<file path="src/rtl/lm_sm_pkg.sv">
// Shared types and default widths for the LM/SM sequencer.
// Imported by the sequencer and its lowest-set-bit encoder.
package lm_sm_pkg;

  localparam int DATA_W   = 16;
  localparam int ADDR_W   = 16;
  localparam int NUM_REGS = 8;
  localparam int REG_AW   = 3;

  typedef enum logic [1:0] {
    ST_IDLE = 2'd0,
    ST_XFER = 2'd1,
    ST_DONE = 2'd2
  } state_e;

endpackage

</file>
<file path="src/rtl/lm_sm_sequencer_lowest_set_bit_enc.sv">
// Combinational priority encoder: index of the lowest set bit.
// vld_o is low when the input vector is all zeros.
module lowest_set_bit_enc #(
  parameter int NUM_REGS = lm_sm_pkg::NUM_REGS,
  parameter int REG_AW   = lm_sm_pkg::REG_AW
) (
  input  logic [NUM_REGS-1:0] vec_i,
  output logic [REG_AW-1:0]   idx_o,
  output logic                vld_o
);

  // Scan downwards so the lowest set bit is the last one assigned.
  always_comb begin
    idx_o = '0;
    vld_o = 1'b0;
    for (int i = NUM_REGS - 1; i >= 0; i--) begin
      if (vec_i[i]) begin
        idx_o = REG_AW'(i);
        vld_o = 1'b1;
      end
    end
  end

endmodule

</file>
<file path="src/rtl/lm_sm_sequencer.sv">
// Load/Store-Multiple sequencer: walks a register mask and
// issues one memory transaction per set bit, R0 first.
module lm_sm_sequencer #(
  parameter int DATA_W   = lm_sm_pkg::DATA_W,
  parameter int ADDR_W   = lm_sm_pkg::ADDR_W,
  parameter int NUM_REGS = lm_sm_pkg::NUM_REGS,
  parameter int REG_AW   = lm_sm_pkg::REG_AW
) (
  input  logic                clk,
  input  logic                resetn,
  input  logic                start,
  input  logic                is_load,
  input  logic [NUM_REGS-1:0] reg_mask,
  input  logic [ADDR_W-1:0]   base_addr,
  output logic                busy,
  output logic                done,
  output logic                mem_req,
  output logic                mem_we,
  output logic [ADDR_W-1:0]   mem_addr,
  output logic [DATA_W-1:0]   mem_wdata,
  input  logic [DATA_W-1:0]   mem_rdata,
  input  logic                mem_ack,
  output logic [REG_AW-1:0]   rf_raddr,
  input  logic [DATA_W-1:0]   rf_rdata,
  output logic                rf_we,
  output logic [REG_AW-1:0]   rf_waddr,
  output logic [DATA_W-1:0]   rf_wdata,
  output logic [3:0]          xfer_count
);

  import lm_sm_pkg::*;

  state_e              state_q, state_d;
  logic                ld_q, ld_d;
  logic [NUM_REGS-1:0] mask_q, mask_d;
  logic [ADDR_W-1:0]   addr_q, addr_d;
  logic [3:0]          cnt_q, cnt_d;

  logic [REG_AW-1:0]   cur;
  logic                cur_vld;

  lowest_set_bit_enc #(
    .NUM_REGS (NUM_REGS),
    .REG_AW   (REG_AW)
  ) u_enc (
    .vec_i (mask_q),
    .idx_o (cur),
    .vld_o (cur_vld)
  );

  always_ff @(posedge clk) begin
    if (!resetn) begin
      state_q <= ST_IDLE;
      ld_q    <= 1'b0;
      mask_q  <= '0;
      addr_q  <= '0;
      cnt_q   <= '0;
    end else begin
      state_q <= state_d;
      ld_q    <= ld_d;
      mask_q  <= mask_d;
      addr_q  <= addr_d;
      cnt_q   <= cnt_d;
    end
  end

  always_comb begin
    state_d   = state_q;
    ld_d      = ld_q;
    mask_d    = mask_q;
    addr_d    = addr_q;
    cnt_d     = cnt_q;
    busy      = 1'b0;
    done      = 1'b0;
    mem_req   = 1'b0;
    mem_we    = 1'b0;
    mem_addr  = '0;
    mem_wdata = '0;
    rf_raddr  = '0;
    rf_we     = 1'b0;
    rf_waddr  = '0;
    rf_wdata  = '0;
    unique case (state_q)
      ST_IDLE: begin
        if (start) begin
          ld_d    = is_load;
          mask_d  = reg_mask;
          addr_d  = base_addr;
          cnt_d   = '0;
          state_d = (reg_mask != '0) ? ST_XFER : ST_DONE;
        end
      end
      ST_XFER: begin
        busy     = 1'b1;
        mem_req  = 1'b1;
        mem_we   = ~ld_q;
        mem_addr = addr_q;
        rf_raddr = cur;
        if (!ld_q) mem_wdata = rf_rdata;
        if (mem_ack && cur_vld) begin
          if (ld_q) begin
            rf_we    = 1'b1;
            rf_waddr = cur;
            rf_wdata = mem_rdata;
          end
          mask_d[cur] = 1'b0;
          addr_d      = addr_q + ADDR_W'(1);
          cnt_d       = cnt_q + 4'd1;
          state_d     = (mask_d == '0) ? ST_DONE : ST_XFER;
        end
      end
      ST_DONE: begin
        busy    = 1'b1;
        done    = 1'b1;
        state_d = ST_IDLE;
      end
      default: state_d = ST_IDLE;
    endcase
  end

  assign xfer_count = cnt_q;

endmodule

</file>
<file path="config.mk">
export PLATFORM = sky130hd
export DESIGN_NAME = lm_sm_sequencer
export DESIGN_NICKNAME = d
export VERILOG_FILES = /design/src/rtl/lm_sm_pkg.sv /design/src/rtl/lm_sm_sequencer_lowest_set_bit_enc.sv /design/src/rtl/lm_sm_sequencer.sv
export SDC_FILE = /design/constraint.sdc
export NUM_CORES = 1
export LEC_CHECK = 0
export CAP_MARGIN = 20
export CORE_ASPECT_RATIO = 0.75
export CORE_UTILIZATION = 42
export CTS_CLUSTER_SIZE = 24
export DETAILED_ROUTE_END_ITERATION = 7
export PLACE_DENSITY = 0.86
export SYNTH_ARGS = -nofsm -noshare
export SYNTH_HDL_FRONTEND = slang
export SYNTH_SLANG_ARGS = --single-unit
</file>
<file path="constraint.sdc">
create_clock -name clk -period 3.8 [get_ports clk]
set_input_delay 0.76 -clock clk [delete_from_list [all_inputs] [get_ports clk]]
set_output_delay 0.76 -clock clk [all_outputs]
set_load 0.005 [all_outputs]
</file>
==> impl_metrics.toml <==
[setup_path]
worstPathCellList = "or4_1 > o21ai_1 > nor2_1 > buf_4 > and2_1 > clkdlybuf4s50_1"
start_kind = "register"
r2r-start = "mask_q[0]$_SDFFE_PN0P_"
critical_path_class = "reg2out"
r2r_setup_slack_ns = 1.18
crit_arrival_ns = 2.67
worstPathMaxFanout = 19
r2r-end = "mask_q[2]$_SDFFE_PN0P_"
cp_num_buf_inv = 2
endpoint_kind = "primary output"
crit_required_ns = 3.04
critPathTopFamily = "simple AND/OR/NAND/NOR gates"
worst_path_max_delay_cell = "or4_1"
r2r_cells = 5
crit_path_max_incr_delay_ns = 0.72

[power_and_ir_drop]
power_w = 0.00195
p_per_area_mw_per_mm2 = 547
leakagePower_nw = 1.31
peakVddDrop_mv = 0.468

[yosys]
ys_top_cells_by_area = "dfxtp_1, and2_1, a21oi_1, nand2_1, nor2_1"
yosysWarnings = 0
synthArstFlopShare_pct = 0
synth_fp_nets = 376
synthDistinctLibCells = 49
synth_edf_count = 0
netlist.top_cell.by_area = "dfxtp_1"
avgSynthCellArea_sq_um = 7.22
synth-main-ff-cell = "dfxtp_1"
syn_area_sq_mm = 0.00224
yosysTopAreaCellShare_pct = 27.7
synth-seq-cells = 31
synthCells = 310
ys_seq_area_share_pct = 27.7

[cts]
clk_pin_slew_ns = 0.07
clock_latency_ns = 0.29
holdBufCountCts = 0
clk_path_buf_depth = 2
cts.sinks = 31
cts_setup_buffers = 0
cts_resized = 0
root_buffer = "clkbuf_8"
cts_buffers = 5
cts_max_level = 2
cts_tree = "yes"

[routing]
wl_per_cell_um = 15.1
drc = 0
dr.pass1.iters = 4
ant_nets = 0
via_per_inst = 5.52
wl_um = 7470
drtIter0Drc = 308
vias = 2740

[floorplan]
dieHeight_um = 65.2
rows = 22
initial_core_util_pct = 44.7
die_area_sq_mm = 0.00563
fp.dieW_um = 86.3
io_pins = 124
fp.coreArea_sq_mm = 0.00501

[timing]
hold_viol_final = 0
finalCritPeriodShare_pct = 90.3
finalSetupTns_ns = 0
finClkSkew_ns = 0.00953
max_freq_mhz = 291
tightestPinTransition_ns = 0.866
setup_viol = 0
whs_ns = 0.480
maxSlewViolCount = 0
finalCriticalPeriod_ns = 3.43
slew-limit-headroom_pct = 42.1
rsz0062_at_grt = "no"

[grt]
grt_start_max_net_pins = 46
grtUsageMet1_pct = 35.2
grt_pass1_wl_um = 12100
grtUsageTotal_pct = 27.0
gr-total-overflow = 0
antenna_found_initial = 0
grt_use_met2_pct = 43.4
grt_pass1_vias = 2584
grtUsageMet3_pct = 6.53
grt_busiest_layer = "met2"

[min_path]
min_from = "addr_q[15]$_SDFFE_PN0P_"
worstHoldPathCells = 2
hold_class = "reg2reg"
hold_end = "addr_q[15]$_SDFFE_PN0P_"

[placement]
dpl.hpwl_um = 5380
portBuffers = 123
gp_congestion = 0.822
dpl_cell_area_sq_mm = 0.00349

[flow_run]
drv_cap = 0

[status]
outcome = "complete, no violations"

[finish]
synthToLayoutAreaGrowth_pct = 59.6
fillers = 413
layout.nets = 489
stdcell_area_sq_mm = 0.00357
antenna_cells = 0
layout-drive-gt1-share_pct = 4.01
==> where the power goes <==
group          switching [W]  internal (W)
clock network       0.000132      0.000129
registers           0.000133      0.000425
logic               0.000612      0.000524
total               0.000877       0.00108
==> flip-flops by register name, summed over array words and instances, names as in the netlist <==
register / cells
state_q: 2
xfer_count: 4
ld_q: 1
addr_q: 16
mask_q: 8
==> metal layers <==
metal,part of all wire (%),vias up
li1,-,1339
met1,43,1255
met2,45,131
met3,9.6,15
met4,1.6,0
met5,0,-
==> cells in the mapped netlist, drive strengths merged (2+ instances only) <==
cell / number
clkinv: 2
nand2: 37
a2bb2oi: 2
nor3: 8
or3: 4
nand2b: 2
o22ai: 2
o21ai: 20
buf: 6
o311a: 2
nand3: 15
o21a: 3
o211ai: 2
and4: 2
and2: 45
a2111oi: 2
a21oi: 30
o2bb2ai: 2
or4: 2
nor2b: 3
nor4: 6
nor2: 21
o32ai: 4
dfxtp: 31
a32oi: 2
a211oi: 2
a31oi: 2
o21bai: 2
clkbuf: 15
o31ai: 3
o221a: 3
ha: 5
and3: 6
inv: 7
==> worst reg2reg max path: cells and delay by family, from the launching register on <==
kind,cells,cell delay (ns)
DFF,1,0.37
AOI/OAI and AO/OA,4,1.44
and+or+nand+nor,1,0.72
==> cell usage in the layout (no fill, tap or decap), types with 3 or more instances in the layout <==
| master | count |
|---|---|
| clkdlybuf4s50_1 | 123 |
| dfxtp_1 | 31 |
| nor2_1 | 21 |
| nor4_1 | 6 |
| o221a_2 | 3 |
| clkbuf_8 | 5 |
| nand2_1 | 37 |
| ha_1 | 5 |
| o21a_1 | 3 |
| inv_1 | 7 |
| and2_1 | 45 |
| and3_1 | 6 |
| o31ai_1 | 3 |
| buf_4 | 4 |
| or3_1 | 4 |
| o21ai_1 | 5 |
| nor2b_1 | 3 |
| nand3_1 | 15 |
| o32ai_1 | 4 |
| o21ai_0 | 14 |
| a21oi_1 | 30 |
| nor3_1 | 8 |
==> layout make-up <==
type	instances	area, sq um	share of cell area, %
clock buffers	7	76.3	2.14
well taps	72	90.1	2.52
clock inverters	1	5.00	0.140
repair buffers	127	1260	35.3
multi-input cells	249	1490	41.6
flip-flops and latches	31	621	17.4
inverters	9	33.8	0.945
==> worst max-delay path by stage <==
| stage | startpoint | end | slack [ns] | cells after the start |
|---|---|---|---|---|
| finish | mask_q[0]$_SDFFE_PN0P_ | rf_wdata[11] | 0.37 | 6 |
| global route | mask_q[0]$_SDFFE_PN0P_ | rf_wdata[11] | 0.30 | 6 |
| CTS | mask_q[0]$_SDFFE_PN0P_ | rf_wdata[11] | 0.39 | 6 |
| detailed placement | mem_ack | rf_waddr[1] | 0.67 | 6 |
| global placement | mem_ack | rf_waddr[1] | 0.68 | 6 |
| floorplan | mask_q[2]$_SDFFE_PN0P_ | rf_wdata[10] | 1.23 | 7 |
==> metrics by stage <==
step	std cells	setup WS, ns	util [%]
floorplan	310	1.23	-
global placement	488	0.685	69.7
detailed placement	488	0.667	69.7
CTS	496	0.388	71.3
global route	496	0.297	71.3
finish	496	0.367	71.3
==> kinds of logic (layout without fill, tap and decap cells) <==
group,after synthesis,after routing,share of synthesized area [%]
buf+inv,30,144,5.87
mux,1,1,0.447
compound gates,88,88,26.9
fa+ha+maj,5,5,2.79
xor+xnor,1,1,0.391
simple gates,154,154,35.9
flops,31,31,27.7
(Power assumes the default switching activity.)
